<file path="src/rtl/div_pkg.sv">
// rtl/div_pkg.sv - shared encodings and constants for the iterative divider
package div_pkg;

  localparam int DIV_WIDTH = 32;
  localparam int DIV_CNT_W = 6;

  localparam logic DIV_START            = 1'b1;
  localparam logic DIV_STOP             = 1'b0;
  localparam logic DIV_RESULT_READY     = 1'b1;
  localparam logic DIV_RESULT_NOT_READY = 1'b0;

  typedef enum logic [1:0] {
    DIV_FREE    = 2'b00,
    DIV_BY_ZERO = 2'b01,
    DIV_ON      = 2'b10,
    DIV_END     = 2'b11
  } div_state_e;

endpackage

</file>
<file path="src/rtl/div.sv">
// rtl/div.sv - iterative restoring divider, one quotient bit per cycle
module div
  import div_pkg::*;
#(
  parameter int WIDTH = DIV_WIDTH
) (
  input  logic               clk,
  input  logic               rst,
  input  logic               signed_div_i,
  input  logic [WIDTH-1:0]   opdata1_i,
  input  logic [WIDTH-1:0]   opdata2_i,
  input  logic               start_i,
  input  logic               annul_i,
  output logic [2*WIDTH-1:0] result_o,
  output logic               ready_o
);

  div_state_e           r_state;
  div_state_e           w_next;
  logic [DIV_CNT_W-1:0] r_cnt;
  logic [WIDTH-1:0]     r_rem;
  logic [WIDTH-1:0]     r_dvd;
  logic [WIDTH-1:0]     r_dvs;
  logic                 r_q_neg;
  logic                 r_r_neg;
  logic [2*WIDTH-1:0]   r_result;
  logic                 r_ready;

  logic                 w_accept;
  logic                 w_op1_neg;
  logic                 w_op2_neg;
  logic [WIDTH-1:0]     w_op1_abs;
  logic [WIDTH-1:0]     w_op2_abs;
  logic [WIDTH:0]       w_shift;
  logic                 w_q_bit;
  logic [WIDTH-1:0]     w_trial;
  logic [WIDTH-1:0]     w_rem_next;
  logic [WIDTH-1:0]     w_quo_next;
  logic [WIDTH-1:0]     w_rem_fix;
  logic [WIDTH-1:0]     w_quo_fix;
  logic                 w_last;

  assign w_accept  = (start_i == DIV_START) && !annul_i;
  assign w_op1_neg = signed_div_i && opdata1_i[WIDTH-1];
  assign w_op2_neg = signed_div_i && opdata2_i[WIDTH-1];
  // The most negative value maps onto itself, which is the correct magnitude unsigned.
  assign w_op1_abs = w_op1_neg ? (~opdata1_i + 1'b1) : opdata1_i;
  assign w_op2_abs = w_op2_neg ? (~opdata2_i + 1'b1) : opdata2_i;

  // The shifted partial remainder needs one extra bit; when it is not below the divisor
  // the difference always fits back into WIDTH bits.
  assign w_shift    = {r_rem, r_dvd[WIDTH-1]};
  assign w_q_bit    = (w_shift >= {1'b0, r_dvs});
  assign w_trial    = w_shift[WIDTH-1:0] - r_dvs;
  assign w_rem_next = w_q_bit ? w_trial : w_shift[WIDTH-1:0];
  assign w_quo_next = {r_dvd[WIDTH-2:0], w_q_bit};
  assign w_last     = (r_cnt == DIV_CNT_W'(WIDTH - 1));

  assign w_rem_fix  = r_r_neg ? (~w_rem_next + 1'b1) : w_rem_next;
  assign w_quo_fix  = r_q_neg ? (~w_quo_next + 1'b1) : w_quo_next;

  assign result_o   = r_result;
  assign ready_o    = r_ready;

  // State register.
  always_ff @(posedge clk or negedge rst) begin
    if (!rst) begin
      r_state <= DIV_FREE;
    end else begin
      r_state <= w_next;
    end
  end

  // Next-state selection.
  always_comb begin
    w_next = r_state;
    case (r_state)
      DIV_FREE: begin
        if (w_accept) begin
          w_next = (opdata2_i == '0) ? DIV_BY_ZERO : DIV_ON;
        end
      end
      DIV_BY_ZERO: w_next = DIV_END;
      DIV_ON: begin
        if (annul_i) begin
          w_next = DIV_FREE;
        end else if (w_last) begin
          w_next = DIV_END;
        end
      end
      DIV_END: begin
        if ((start_i == DIV_STOP) || annul_i) begin
          w_next = DIV_FREE;
        end
      end
      default: w_next = DIV_FREE;
    endcase
  end

  // Operand capture, restoring iteration and registered result.
  always_ff @(posedge clk or negedge rst) begin
    if (!rst) begin
      r_cnt    <= '0;
      r_rem    <= '0;
      r_dvd    <= '0;
      r_dvs    <= '0;
      r_q_neg  <= 1'b0;
      r_r_neg  <= 1'b0;
      r_result <= '0;
      r_ready  <= DIV_RESULT_NOT_READY;
    end else begin
      case (r_state)
        DIV_FREE: begin
          if (w_accept && (opdata2_i != '0)) begin
            r_cnt   <= '0;
            r_rem   <= '0;
            r_dvd   <= w_op1_abs;
            r_dvs   <= w_op2_abs;
            r_q_neg <= w_op1_neg ^ w_op2_neg;
            r_r_neg <= w_op1_neg;
          end
        end
        DIV_BY_ZERO: begin
          r_result <= '0;
          r_ready  <= DIV_RESULT_READY;
        end
        DIV_ON: begin
          if (annul_i) begin
            r_cnt <= '0;
          end else begin
            r_rem <= w_rem_next;
            r_dvd <= w_quo_next;
            r_cnt <= r_cnt + 1'b1;
            if (w_last) begin
              r_result <= {w_rem_fix, w_quo_fix};
              r_ready  <= DIV_RESULT_READY;
            end
          end
        end
        DIV_END: begin
          if ((start_i == DIV_STOP) || annul_i) begin
            r_result <= '0;
            r_ready  <= DIV_RESULT_NOT_READY;
          end
        end
        default: ;
      endcase
    end
  end

endmodule

</file>
<file path="config.mk">
export PLATFORM = sky130hd
export DESIGN_NAME = div
export DESIGN_NICKNAME = d
export VERILOG_FILES = /design/src/rtl/div_pkg.sv /design/src/rtl/div.sv
export SDC_FILE = /design/constraint.sdc
export NUM_CORES = 1
export LEC_CHECK = 0
export CAP_MARGIN = 5
export CORE_MARGIN = 1.5
export CORE_UTILIZATION = 45
export DETAILED_ROUTE_END_ITERATION = 7
export PLACE_DENSITY = 0.66
export RECOVER_POWER = 25
export SYNTH_ARGS = -nofsm -noshare
export SYNTH_HDL_FRONTEND = slang
export SYNTH_SLANG_ARGS = --single-unit
</file>
<file path="constraint.sdc">
create_clock -name clk -period 9.9 [get_ports clk]
set_clock_uncertainty 0.05 [all_clocks]
set_input_delay 1.485 -clock clk [delete_from_list [all_inputs] [get_ports clk]]
set_output_delay 1.485 -clock clk [all_outputs]
set_load 0.005 [all_outputs]
</file>
[Word level (Yosys, flattened, before mapping)]
Index checks and enable logic that the tools add are counted.
Cells by class
  $lt $le $gt $ge: 1
  eq/ne operators: 10
  reduce and logical (&&, ||, !) cells: 16
  $add $sub $neg: 6
  multiplexer cells: 28
  bitwise operators: 6
Operators with widths (number)
  2-to-1 mux 32 bit: 9
  2-to-1 mux 64 bit: 3
  case mux 64 bit (3 select lines): 1
  adder 32 x 1 -> 32 bit, second input constant: 4
  NOT 32 bit: 4
  case mux 32 bit (2 select lines): 2
  greater-or-equal comparator 33 x 32 -> 1 bit: 1
  zero test 32 bit: 1
  nonzero test 32 bit: 1
  subtractor 32 bit: 1
  2-to-1 mux 6 bit: 2
  case mux 6 bit (2 select lines): 1
  2-to-1 mux 2 bit: 5
  inequality test 2 bit, second input constant: 5
  case mux 2 bit (4 select lines): 1
  adder 6 x 1 -> 6 bit, second input constant: 1
  == test 6 x 5 -> 1 bit, second input constant: 1
  AND reduction 3 bit: 2
  == test 2 bit, second input constant: 2
  logical AND 1 bit: 4
  AND reduction 2 bit: 2
  AND reduction 4 bit: 1
  2-to-1 mux 1 bit: 3
  inequality test 3 bit, second input constant: 1
  9 further kinds: 9
Storage, ports and cells
  output and inout port bits: 65
  register bits after elaboration: 171
  input bits: 69
  logic and storage cells: 76

[Depth between registers and ports, before layout]
Gate-level depths: netlist of the first run.
  depth in word-level cells: 8
  depth in mapped cells: 24
  depth with buffers taken out: 19

[Worst setup path after synthesis of the first run]
Ideal clock, no wire load.
  path type: flip-flop to flip-flop
  start: register r_rem[3]
  end: register r_result[52], in the netlist result_o[52]
  buffers on the path: 5
  cell stages (with the launch flop): 24
  data required time: 9.717 ns
  path slack: 4.490 ns
  period minus slack after synthesis: 5.410 ns
  setup time: 0.133 ns
  arrival: 5.227 ns
  path through: dfrtp_1 ha_1 buf_2 nand3_2 a21o_4 a2111oi_4 o311ai_2 nand3_2 buf_6 clkbuf_1 buf_2 buf_1 nand2_1 o21ai_0 ha_1 nand3b_1 or3b_2 or3_1 or4_1 o21ai_0 nand2_1 o31ai_1 xnor2_1 o21ai_0
Between the ends
  cells in the longest elaborated chain, start to end: 8
  elaborated cells on any way between the ends: 9
  classes of those cells: add/sub (2); order compare (1); mux (5); bitwise (1)
Ends and longest elaborated chain
  start, declared: line div.sv:21  | logic [WIDTH-1:0] r_rem;
  start signal, assigned: line div.sv:131  | r_rem <= w_rem_next;
  subtractor 32 bit / greater-or-equal comparator 33 x 32 -> 1 bit (equally long branches): line div.sv:54, div.sv:53
  2-to-1 mux 32 bit *: line div.sv:55  | assign w_rem_next = w_q_bit ? w_trial : w_shift[WIDTH-1:0];
  NOT 32 bit: line div.sv:59  | assign w_rem_fix = r_r_neg ? (~w_rem_next + 1'b1) : w_rem_next;
  adder 32 x 1 -> 32 bit: line div.sv:59
  2-to-1 mux 32 bit *: line div.sv:59
  2-to-1 mux 64 bit *: line div.sv:134  | if (w_last) begin
  2-to-1 mux 64 bit *: line div.sv:128  | if (annul_i) begin
  case mux 64 bit (3 select lines) *: line div.sv:112  | case (r_state)
  end signal, assigned: line div.sv:135  | r_result <= {w_rem_fix, w_quo_fix};
  end, declared: line div.sv:26  | logic [2*WIDTH-1:0] r_result;
Every way passes the cells marked *; elsewhere a longest branch is shown, timed or not. The select of a mux whose other input is x is not followed.
A chain may end at the register's enable or synchronous reset.

==> results of run 1 <==
-- state kept, by name (all words and copies together) (netlist names) --
name and count:
r_rem 32, r_dvs 32, r_q_neg 1, r_state 2, result_o 64, r_r_neg 1, r_cnt 6, ready_o 1
r_dvd 32
-- worst paths after layout --
kind                              from           end  slack, ns  depth (start not counted)
setup reg to reg              r_rem[2]  result_o[52]       4.27                         19
min in group asynchronous          rst  result_o[36]       2.92                          1
hold / removal             result_o[8]   result_o[8]       0.43                          2
hold reg to reg            result_o[8]   result_o[8]       0.43                          2
max in group clk              r_rem[2]  result_o[52]       4.27                         19
setup / recovery                   rst     r_dvd[23]       3.90                          2
-- routing by layer --
layer | part of all wire (%) | up-vias | wire length [um]
met1 | 51 | 5277 | 17830
li1 | - | 5412 | -
met3 | 6.2 | 25 | 2149
met5 | 0 | - | 0
met2 | 41 | 328 | 14450
met4 | 1.1 | 0 | 385
-- cell usage in the layout, fill, tap and decap left out, drive strengths merged, types with 7 or more instances in the layout --
cell type,n
clkdlybuf4s50,126
o211ai,8
o31ai,27
o22ai,15
nor3,25
nand2,189
a22o,17
clkbuf,20
nand3,52
a211oi,9
dfrtp,171
buf,10
o21a,9
ha,37
or4,18
and3,7
a21o,17
a31oi,18
a221o,13
mux2i,18
o41ai,11
xnor2,69
nand2b,11
or3,17
a21oi,81
nor4,20
nand4,17
and2,18
inv,60
xor2,70
o21ai,179
nor2,114
-- stage by stage --
step,area (um^2),setup slack (ns)
after global placement,13510,4.099
after CTS,14110,4.361
final,14100,3.900
after floorplan,12000,4.490
after global routing,14100,2.827
after detailed placement,13510,4.012
-- cell type report --
class                   instances  area share (%)
multi-input cells            1150           51.03
inverters                      55           1.464
clock inverters                13           1.127
clock buffers                  19           3.141
repair buffers                143           9.927
flip-flops and latches        171           30.34
well taps                     335           2.972
-- where the power goes --
| group | switching [mW] | total (mW) | internal [mW] |
|---|---|---|---|
| clock | 0.319 | 0.706 | 0.387 |
| sequential | 0.0813 | 0.839 | 0.758 |
| combinational | 0.380 | 0.625 | 0.245 |
-- cells by family after synthesis --
logic type	synth area share, %
muxes	1.595
DFF	35.65
buffers and inverters	4.566
adders and majority gates	4.024
AOI/OAI and AO/OA	23.84
and+or+nand+nor	20.17
xor gates and xnor gates	10.14
==> metrics.cfg, run 1 <==
[status]
status = complete, but fails checks
violations = design-rule violations, max-capacitance violations, max-slew violations

[final_layout]
fin_util_pct = 53.97
stdcell_count = 1886
antenna_cells = 0
layout-drive-gt1-share_pct = 4.900
syn_to_final_growth_pct = 17.51
num-nets-final = 1645
multi_input_area_um2 = 7197
n_fill_cell = 2481
register_area_um2 = 4279

[die]
die_h_um = 166.3
die_width_um = 166.3
core_area_um2 = 26130
num_io_pins = 134
initial_core_util_pct = 45.93
dieArea_um2 = 27660
rows = 59

[cts]
postCtsHoldBufs = 0
cts_tree = built
root_buffer = clkbuf_16
clk_pin_slew_ns = 0.07
cts_sinks = 171
cts_resized = 0
insertion_delay_ns = 0.44
htree_levels = 4
cts.path.max_buffers = 2
cts_setup_buffers = 0
numCtsBuffers = 17

[worst_setup_path]
crit_buf_inv = 2
crit_required_ns = 10.27
critical_path_class = input pin to async pin
worstPathCellList = clkbuf_1 -> buf_4
timing.critical_path.max_delay_family = buffers and inverters
start_kind = input pin
cp.arrival_ns = 6.37
cp-end-kind = async pin
crit_slowest_cell = clkbuf_1
max_stage_delay_ns = 3.62
crit_fanout = 96

[global_routing]
grt_busiest_layer = met1
grt_usage_pct = 25.48
grt_max_degree = 97
antenna_found_initial = 0
met2_usage_pct = 36.45
grt_pass1_wl_um = 56350
use_met3_pct = 3.432
grt_pass1_vias = 10230
grt_overflow = 0
use_met1_pct = 40.27

[placement]
place_inst = 1854
port_buffers = 133
place.gp.congestion = 0.9088
hpwl_um = 26000

[synth]
seq_area_frac_synth_pct = 35.65
synth_top_area_share_pct = 35.65
synth_area_um2 = 12000
ys_types = 75
syn_inst = 1461
async_reset_ff_share_pct = 100.0
netlist.top_cell.by_area = dfrtp_1
synth_seq_cells = 171
synth_warnings = 0
yosysMostFrequentCell = nand2_1
syn_nets = 1568
synth_edf_count = 0
synth.avg_cell_area_um2 = 8.215
synth_commonest_cells = nand2_1 (189), o21ai_0 (173), dfrtp_1 (171)
synthFlopType = dfrtp_1
synth.area.top_cells = dfrtp_1 (36%), o21ai_0 (7.2%), nand2_1 (5.9%)

[run]
maxCapViolCount = 1

[routing]
drtPass1Iterations = 7
drc = 24
vias = 11040
drt_wl_total_um = 34820
wl_per_cell_um = 18.46
avgViaCountPerCell = 5.855
final_antenna_net_count = 0
drt-initial-drc-count = 1201

[sta]
finalHoldViolCount = 0
worstMarginPinSlew_ns = 5.266
min_period_ns = 6.000
drv_slew = 97
relSlewSlack_pct = -251.1
finalCritPeriodShare_pct = 60.61
setup_viol = 0
hold_ws_ns = 0.4288
rsz0062_at_grt = no
max_freq_ghz = 0.1667
tns_ns = 0

[power]
finalPower_mw = 2.170
peakVddDrop_mv = 0.1155
leakage_nw = 5.961
power_density_nw_per_um2 = 153.9

[hold_path]
hold_class = register to register

No activity file was read; power rests on OpenSTA's default activity.
==> inputs of run 2 (changes only) <==
==> constraint.sdc (replaced) <==
create_clock -name clk -period 6.1 [get_ports clk]
set_clock_uncertainty 0.05 [all_clocks]
set_input_delay 0.915 -clock clk [delete_from_list [all_inputs] [get_ports clk]]
set_output_delay 0.915 -clock clk [all_outputs]
set_load 0.005 [all_outputs]
==> metrics.cfg, run 2 (synthesized netlist as in run 1, its figures left out) <==
[status]
status = complete, but fails checks
violations = design-rule violations, max-capacitance violations, max-slew violations

[global_routing]
grt_max_degree = 77
grt_overflow = 0
antenna_found_initial = 0
grt_pass1_wl_um = 56320
grt_usage_pct = 25.60
grt_pass1_vias = 10060

[final_layout]
final_cell_mix = nand2_1 (188), o21ai_0 (173), dfrtp_1 (171), clkdlybuf4s50_1 (132), nor2_1 (113)
stdcell_count = 1889
syn_to_final_growth_pct = 17.82
final_common_cell = nand2_1
antenna_cells = 0
stdcell_area_um2 = 14140
largest_reg_flops = 64
num-nets-final = 1649
layout-drive-gt1-share_pct = 5.212

[worst_setup_path]
start_kind = register
critical_path_class = register to register
r2r_cells = 18
r2r_slack_ns = 0.77
crit_fanout = 8
crit_path_start = r_rem[5]
cp-end-kind = register
worstPathCellList = ha_1 -> a21o_1 -> nand4_1 -> a21oi_1 -> o311ai_2 -> nand3_2 -> inv_2 -> mux2i_1 -> ha_1 -> nand3b_1 -> or3b_2 -> or3_1 -> or2_2 -> a21oi_1 -> nand3_1 -> o21ai_0 -> xnor2_1 -> o21ai_0
crit_buf_inv = 1
cp-endpoint = result_o[60]
crit_required_ns = 6.33
r2r_start = r_rem[5]
crit_slowest_cell = a21oi_1
worstReg2RegEnd = result_o[60]
timing.critical_path.max_delay_family = simple AND/OR/NAND/NOR gates
cp.arrival_ns = 5.57
crit_cells = 18
max_stage_delay_ns = 0.57

[cts]
insertion_delay_ns = 0.44
cts_tree = built
root_buffer = clkbuf_16
postCtsHoldBufs = 0
cts.path.max_buffers = 2
numCtsBuffers = 17
cts_setup_buffers = 0
clk_pin_slew_ns = 0.07
cts_resized = 0
htree_levels = 4
cts_sinks = 171

[die]
dieArea_um2 = 27660
num_io_pins = 134
die_h_um = 166.3
die_width_um = 166.3
initial_core_util_pct = 45.93
core_area_um2 = 26130
rows = 59

[power]
peakVddDrop_mv = 0.1905
leakage_nw = 5.956
finalPower_mw = 3.519
power_density_nw_per_um2 = 248.8

[sta]
rsz0062_at_grt = no
hold_ws_ns = 0.4272
drv_slew = 52
setup_viol = 0
min_period_ns = 5.334
tns_ns = 0
worstMarginPinSlew_ns = 2.815
max_freq_ghz = 0.1875
finalCritPeriodShare_pct = 87.44
relSlewSlack_pct = -87.65
finalHoldViolCount = 0

[routing]
final_antenna_net_count = 0
vias = 11120
wl_per_cell_um = 18.71
drt_wl_total_um = 35350
avgViaCountPerCell = 5.885
drc = 15
drt-initial-drc-count = 1117
drtPass1Iterations = 8

[hold_path]
hold_class = register to register

[placement]
place.gp.congestion = 0.9187
hpwl_um = 26610
place_inst = 1858
port_buffers = 133
placed_area_um2 = 13540

[run]
maxCapViolCount = 1

## run 2: changes by cell type in the layout (fill, tap and decap cells not counted), moves of 2 or more
cell and change:
clkinv_2 -2, clkdlybuf4s50_1 +6, clkinvlp_4 +2, dlygate4sd3_1 -6, buf_4 +3
## run 2: how the worst min path moves through the flow
stage | depth (start not counted) | startpoint | end | slack (ns)
finish | 2 | result_o[29] | result_o[29] | 0.43
floorplan | 2 | r_dvs[0] | r_dvs[0] | 0.40
global route | 2 | result_o[8] | result_o[8] | 0.44
CTS | 1 | rst | result_o[36] | 0.38
detailed placement | 2 | result_o[29] | result_o[29] | 0.42
global placement | 2 | result_o[12] | result_o[12] | 0.41
## run 2: layout make-up
type,count,area (um^2)
Multi-Input combinational cell,1150,7199
Tap cell,335,419.2
Sequential cell,171,4279
Clock buffer,17,425.4
Timing Repair Buffer,147,1428
Fill cell,2435,11990
Clock inverter,14,182.7
Inverter,55,206.4
## run 2: worst register-to-register path, delay by kind of cell (launching register included)
family | cells | cell delay (ns)
and+or+nand+nor | 7 | 1.85
AOI/OAI and AO/OA | 6 | 1.65
adders and majority gates | 2 | 0.74
DFF | 1 | 0.44
muxes | 1 | 0.25
xor gates and xnor gates | 1 | 0.16
buffers and inverters | 1 | 0.07
## run 2: layer usage
layer	global-route usage [%]	vias to the layer above	wire length (um)
li1	-	5396	-
met1	40.11	5256	17530
met2	36.14	439	14470
met3	4.909	26	2913
met4	5.375	0	435
met5	0	-	0
## run 2: through the flow
step / utilization (%) / setup WS (ns)
2_1_floorplan: - / 0.6898
3_3_place_gp: 51.82 / 0.9811
6_report: 54.11 / 0.7662
5_1_grt: 54.11 / 0.4067
3_5_place_dp: 51.82 / 0.8749
4_1_cts: 54.15 / 0.8483
## run 2: power by group
group	switching (mW)	leakage (nW)	internal, mW
Combinational	0.619	3.42	0.399
Clock	0.522	0.290	0.620
Sequential	0.129	2.24	1.23
==> inputs of run 3 (changes only) <==
--- a/config.mk
+++ b/config.mk
@@ -11,6 +11,7 @@
 export DETAILED_ROUTE_END_ITERATION = 7
 export PLACE_DENSITY = 0.66
 export RECOVER_POWER = 25
+export SKIP_LAST_GASP = 1
 export SYNTH_ARGS = -nofsm -noshare
 export SYNTH_HDL_FRONTEND = slang
 export SYNTH_SLANG_ARGS = --single-unit
==> constraint.sdc (replaced) <==
create_clock -name clk -period 6.1 [get_ports clk]
set_clock_uncertainty 0.05 [all_clocks]
set_input_delay 0.915 -clock clk [delete_from_list [all_inputs] [get_ports clk]]
set_output_delay 0.915 -clock clk [all_outputs]
set_load 0.01 [all_outputs]
==> results of run 3 <==
The final DEF is identical to that of run 2. Status: complete, but fails checks: design-rule violations, max-capacitance violations, max-slew violations.
